`config.mk`:
```
export PLATFORM = sky130hd
export DESIGN_NAME = pipe_reg_exmem_elastic
export DESIGN_NICKNAME = d
export VERILOG_FILES = /design/src/rtl/pipe_reg_exmem_elastic.sv
export SDC_FILE = /design/constraint.sdc
export NUM_CORES = 1
export LEC_CHECK = 0
export BUFFER_PORTS_ARGS = -buffer_cell sky130_fd_sc_hd__buf_2
export CAP_MARGIN = 10
export CORE_UTILIZATION = 48
export CTS_CLUSTER_SIZE = 14
export DETAILED_ROUTE_END_ITERATION = 8
export PLACE_DENSITY_LB_ADDON = 0.25
export SKIP_LAST_GASP = 1
export SLEW_MARGIN = 20
export SYNTH_ARGS = -nofsm -noshare
export SYNTH_HDL_FRONTEND = slang
export SYNTH_SLANG_ARGS = --single-unit
```
`constraint.sdc`:
```
create_clock -name clk -period 3.48 [get_ports clk]
set_clock_uncertainty 0.05 [all_clocks]
set_input_delay 0 -clock clk [delete_from_list [all_inputs] [get_ports clk]]
set_output_delay 0 -clock clk [all_outputs]
set_load 0.02 [all_outputs]
```
`src/rtl/pipe_reg_exmem_elastic.sv`:
```
// EX/MEM pipeline register with valid/ready flow control, synchronous flush and an optional skid entry.
// Handshake: a beat moves on a side at a rising clk edge where valid && ready; the producer holds valid and payload stable until then.
module pipe_reg_exmem_elastic #(
    parameter int XLEN       = 32,
    parameter int REG_ADDR_W = 5,
    parameter bit SKID       = 1'b1
) (
    input  logic                  clk,
    input  logic                  reset,
    input  logic                  flush,
    input  logic                  in_valid,
    output logic                  in_ready,
    input  logic [XLEN-1:0]       in_alu_out,
    input  logic [XLEN-1:0]       in_new_PC,
    input  logic                  in_branch_taken,
    input  logic [REG_ADDR_W-1:0] in_rd,
    input  logic [XLEN-1:0]       in_mem_data,
    input  logic                  in_mem_write,
    input  logic                  in_mem_read,
    input  logic                  in_branch_inst,
    input  logic                  in_mem_to_reg,
    input  logic                  in_write_enable,
    output logic                  out_valid,
    input  logic                  out_ready,
    output logic [XLEN-1:0]       out_alu_out,
    output logic [XLEN-1:0]       out_new_PC,
    output logic [XLEN-1:0]       out_mem_data,
    output logic [REG_ADDR_W-1:0] out_rd,
    output logic                  out_branch_taken,
    output logic                  out_mem_write,
    output logic                  out_mem_read,
    output logic                  out_branch_inst,
    output logic                  out_mem_to_reg,
    output logic                  out_write_enable
);

    typedef struct packed {
        logic [XLEN-1:0]       alu_out;
        logic [XLEN-1:0]       new_pc;
        logic [XLEN-1:0]       mem_data;
        logic [REG_ADDR_W-1:0] rd;
    } payload_t;

    typedef struct packed {
        logic branch_taken;
        logic mem_write;
        logic mem_read;
        logic branch_inst;
        logic mem_to_reg;
        logic write_enable;
    } ctrl_t;

    payload_t in_pl;
    ctrl_t    in_ctrl;
    payload_t main_pl;
    ctrl_t    main_ctrl;
    logic     main_valid;
    logic     accept;
    logic     main_free;

    assign in_pl     = {in_alu_out, in_new_PC, in_mem_data, in_rd};
    assign in_ctrl   = {in_branch_taken, in_mem_write, in_mem_read,
                        in_branch_inst, in_mem_to_reg, in_write_enable};
    assign accept    = in_valid && in_ready;
    assign main_free = !main_valid || out_ready;

    generate
        if (SKID) begin : g_skid
            payload_t skid_pl;
            ctrl_t    skid_ctrl;
            logic     skid_valid;

            // Ready depends only on the skid flop, so out_ready never reaches in_ready.
            assign in_ready = !skid_valid;

            always_ff @(posedge clk or negedge reset) begin
                if (!reset) begin
                    main_valid <= 1'b0;
                    main_pl    <= '0;
                    main_ctrl  <= '0;
                    skid_valid <= 1'b0;
                    skid_pl    <= '0;
                    skid_ctrl  <= '0;
                end else if (flush) begin
                    main_valid <= 1'b0;
                    main_ctrl  <= '0;
                    skid_valid <= 1'b0;
                    skid_ctrl  <= '0;
                end else if (main_free) begin
                    if (skid_valid) begin
                        main_pl    <= skid_pl;
                        main_ctrl  <= skid_ctrl;
                        skid_valid <= 1'b0;
                        skid_ctrl  <= '0;
                    end else if (accept) begin
                        main_valid <= 1'b1;
                        main_pl    <= in_pl;
                        main_ctrl  <= in_ctrl;
                    end else begin
                        // Bubble: drop the control bits, keep the payload bits as they were.
                        main_valid <= 1'b0;
                        main_ctrl  <= '0;
                    end
                end else if (accept) begin
                    skid_valid <= 1'b1;
                    skid_pl    <= in_pl;
                    skid_ctrl  <= in_ctrl;
                end
            end
        end else begin : g_single
            assign in_ready = main_free;

            always_ff @(posedge clk or negedge reset) begin
                if (!reset) begin
                    main_valid <= 1'b0;
                    main_pl    <= '0;
                    main_ctrl  <= '0;
                end else if (flush) begin
                    main_valid <= 1'b0;
                    main_ctrl  <= '0;
                end else if (accept) begin
                    main_valid <= 1'b1;
                    main_pl    <= in_pl;
                    main_ctrl  <= in_ctrl;
                end else if (main_valid && out_ready) begin
                    main_valid <= 1'b0;
                    main_ctrl  <= '0;
                end
            end
        end
    endgenerate

    assign out_valid        = main_valid;
    assign out_alu_out      = main_pl.alu_out;
    assign out_new_PC       = main_pl.new_pc;
    assign out_mem_data     = main_pl.mem_data;
    assign out_rd           = main_pl.rd;
    assign out_branch_taken = main_ctrl.branch_taken;
    assign out_mem_write    = main_ctrl.mem_write;
    assign out_mem_read     = main_ctrl.mem_read;
    assign out_branch_inst  = main_ctrl.branch_inst;
    assign out_mem_to_reg   = main_ctrl.mem_to_reg;
    assign out_write_enable = main_ctrl.write_enable;

endmodule

```
==> impl_metrics.py <==
metrics = {
    "run_status": {
        "status": "completed",
    },
    "placed_design": {
        "gp_congestion": 0.796,
        "dp_hpwl_um": 13700,
        "dpl-instance-area_mm2": 0.0111,
        "dp.cells": 1059,
        "io_buffers": 220,
    },
    "clock_tree": {
        "clock_latency_ns": 0.51,
        "root_buffer": "clkbuf_16",
        "htreeDepth": 1,
        "cts_resized": 0,
        "cts_tree": "built",
        "clk_path_buf_depth": 3,
        "cts_made_buffers": 24,
        "clock_sinks": 216,
        "path_clk_slew_ns": 0.06,
    },
    "logic_synthesis": {
        "syn_area_mm2": 0.00983,
        "ys_types": 26,
        "syn_nets": 711,
        "syn_inst": 599,
        "ys_top_cells_by_count": "dfrtp_1, mux2_2, mux2_4, mux2_1, buf_6",
        "synth.area.top_cells": "dfrtp_1, mux2_2, mux2_4",
        "synth_edf_count": 0,
        "ys_seq_area_frac": 0.550,
        "synth_top_area_cell": "dfrtp_1",
        "avgSynthCellArea_um2": 16.4,
        "yosys_warnings": 0,
        "ys.flop_type": "dfrtp_1",
        "ys_ff_latch": 216,
        "yosysMostFrequentCell": "dfrtp_1",
        "synthArstFlopShare": 1.00,
        "synth_top_area_share": 0.550,
    },
    "grt": {
        "grt_overflow": 0,
        "grt.total_usage": 0.208,
        "antenna_found_initial": 0,
        "grt_pass1_wl_um": 35700,
        "grt_pass1_vias": 6822,
        "grt_max_degree": 99,
    },
    "critical_path": {
        "crit_fanout": 49,
        "startpoint_type": "flip-flop",
        "cp.arrival_ns": 2.87,
        "cp-end-kind": "flip-flop",
        "crit_family": "flip-flops",
        "worstPathCellList": "nor2_1 > nor3_4 > buf_4 > mux2_2",
        "critPathKind": "reg2reg",
        "critPathSlowestCell": "dfrtp_4",
        "worstPathRequired_ns": 3.81,
        "worst-path-buf-inv": 1,
        "slowest_delay_ns": 0.88,
    },
    "cells_and_area": {
        "instances_no_fill": 1215,
        "post-route-util": 0.660,
        "num-nets-final": 1047,
        "diodes": 0,
        "syn_to_final_growth_pct": 32.8,
        "largest-register": "g_skid.skid_pl",
        "final_layout_size_suffix_gt1_frac": 0.572,
        "final_cell_area_mm2": 0.0130,
        "largest_reg_flops": 101,
    },
    "min_path": {
        "hold_path.class": "in2async",
    },
    "sta": {
        "finalHoldViolations": 0,
        "relSlewSlack": 0.465,
        "post-route-period-util": 0.729,
        "max_freq_mhz": 394,
        "setup_viol": 0,
        "worst_pin_slew_ns": 0.803,
        "rsz0062_at_grt": "false",
        "final.setup.tns_ns": 0,
        "drv_slew": 0,
        "min_period_ns": 2.54,
    },
    "power_and_ir_drop": {
        "ir_drop_mv": 0.380,
        "p_leak_nw": 6.25,
        "power_density_mw_per_mm2": 573,
    },
    "routing": {
        "routedWlPerCell_um": 18.0,
        "viasPerCell": 5.10,
        "drtIter0Drc": 167,
        "route.detailed.drc": 0,
        "vias": 6191,
        "ant_nets": 0,
        "firstDrtPassIters": 4,
        "wl_um": 21800,
    },
    "die": {
        "die_w_um": 145,
        "start_util": 0.497,
        "rows": 51,
        "dieArea_mm2": 0.0210,
        "die_y_um": 145,
        "ioPinCount": 221,
        "coreArea_mm2": 0.0198,
    },
    "flow_run": {
        "maxCapViolCount": 0,
    },
}
-- cells in the final DEF (no fill, tap or decap), drive strengths merged --
cell type    instances
nand2                6
bufinv               1
nor3                 3
clkinv               5
nand2b               7
mux2               303
nor3b                1
nand3                1
a21oi                1
dfrtp              216
buf                230
and2                 6
dlygate4sd3        115
nor2b                2
nor2                 1
a221o                6
clkbuf              36
inv                  2
mux2i                7
o21ai                1
-- path summary, 6_finish.rpt --
kind                                          startpoint                             end  slack, ns  cells past startpoint
hold reg to reg              out_alu_out[14]$_DFFE_PN0P_     out_alu_out[14]$_DFFE_PN0P_       0.43                      1
min in group clk                         in_mem_data[31]  g_skid.skid_pl[36]$_DFFE_PN0P_       0.20                      3
max in group asynchronous                          reset  g_skid.skid_pl[82]$_DFFE_PN0P_       2.38                      3
hold / removal                                     reset  g_skid.skid_pl[57]$_DFFE_PN0P_        0.1                      2
setup reg to reg           g_skid.skid_valid$_DFFE_PN0P_    out_mem_data[15]$_DFFE_PN0P_       0.94                      4
setup / recovery           g_skid.skid_valid$_DFFE_PN0P_    out_mem_data[15]$_DFFE_PN0P_       0.94                      4
-- through the flow --
step                      setup slack [ns]  hold WS [ns]  power, mW
after floorplan                       1.83        -0.346       4.36
final                                0.944        0.0999       7.47
after global routing                 0.788         0.152       7.80
after global placement               0.990        0.0744       4.82
after detailed placement             0.945        0.0855       4.90
after CTS                            0.912         0.123       7.55
-- worst register-to-register path, stage by stage, from the launching register on --
cell,delay [ns]
dfrtp_4,0.88
nor2_1,0.20
nor3_4,0.25
buf_4,0.56
mux2_2,0.47
-- kinds of logic after synthesis --
kind of cell,after synthesis,synth area share
multiplexers,310,0.394
flip-flops,216,0.550
buffers and inverters,38,0.0327
AND/OR/NAND/NOR,27,0.0163
AO/OA/AOI/OAI,8,0.00713
-- final cells by class --
type,instances,area (um2)
Timing Repair Buffer,346,2390
Multi-Input combinational cell,345,4120
Fill cell,1413,6730
Sequential cell,216,5410
Inverter,2,7.51
Clock inverter,6,55.1
Tap cell,265,332
Clock buffer,35,733
-- per-layer routing --
layer,GRT usage,up-vias,routed length [um]
li1,-,2816,-
met1,0.275,3148,9740
met2,0.345,191,10300
met3,0.0456,36,1280
met4,0.0579,0,480
met5,0,-,0
-- power breakdown --
part,total [mW],leakage [nW],internal (mW),switching [mW]
Combinational,1.64,3.24,0.913,0.728
Clock,2.50,0.396,1.52,0.978
Sequential,3.33,2.62,3.04,0.292
-- timing repair --
item | in CTS | in global routing
setup buffers | 0 | 0
hold buffers | 115 | 0
endpoints found under the hold margin | 311 | 0
No activity file was read; power rests on OpenSTA's default activity.
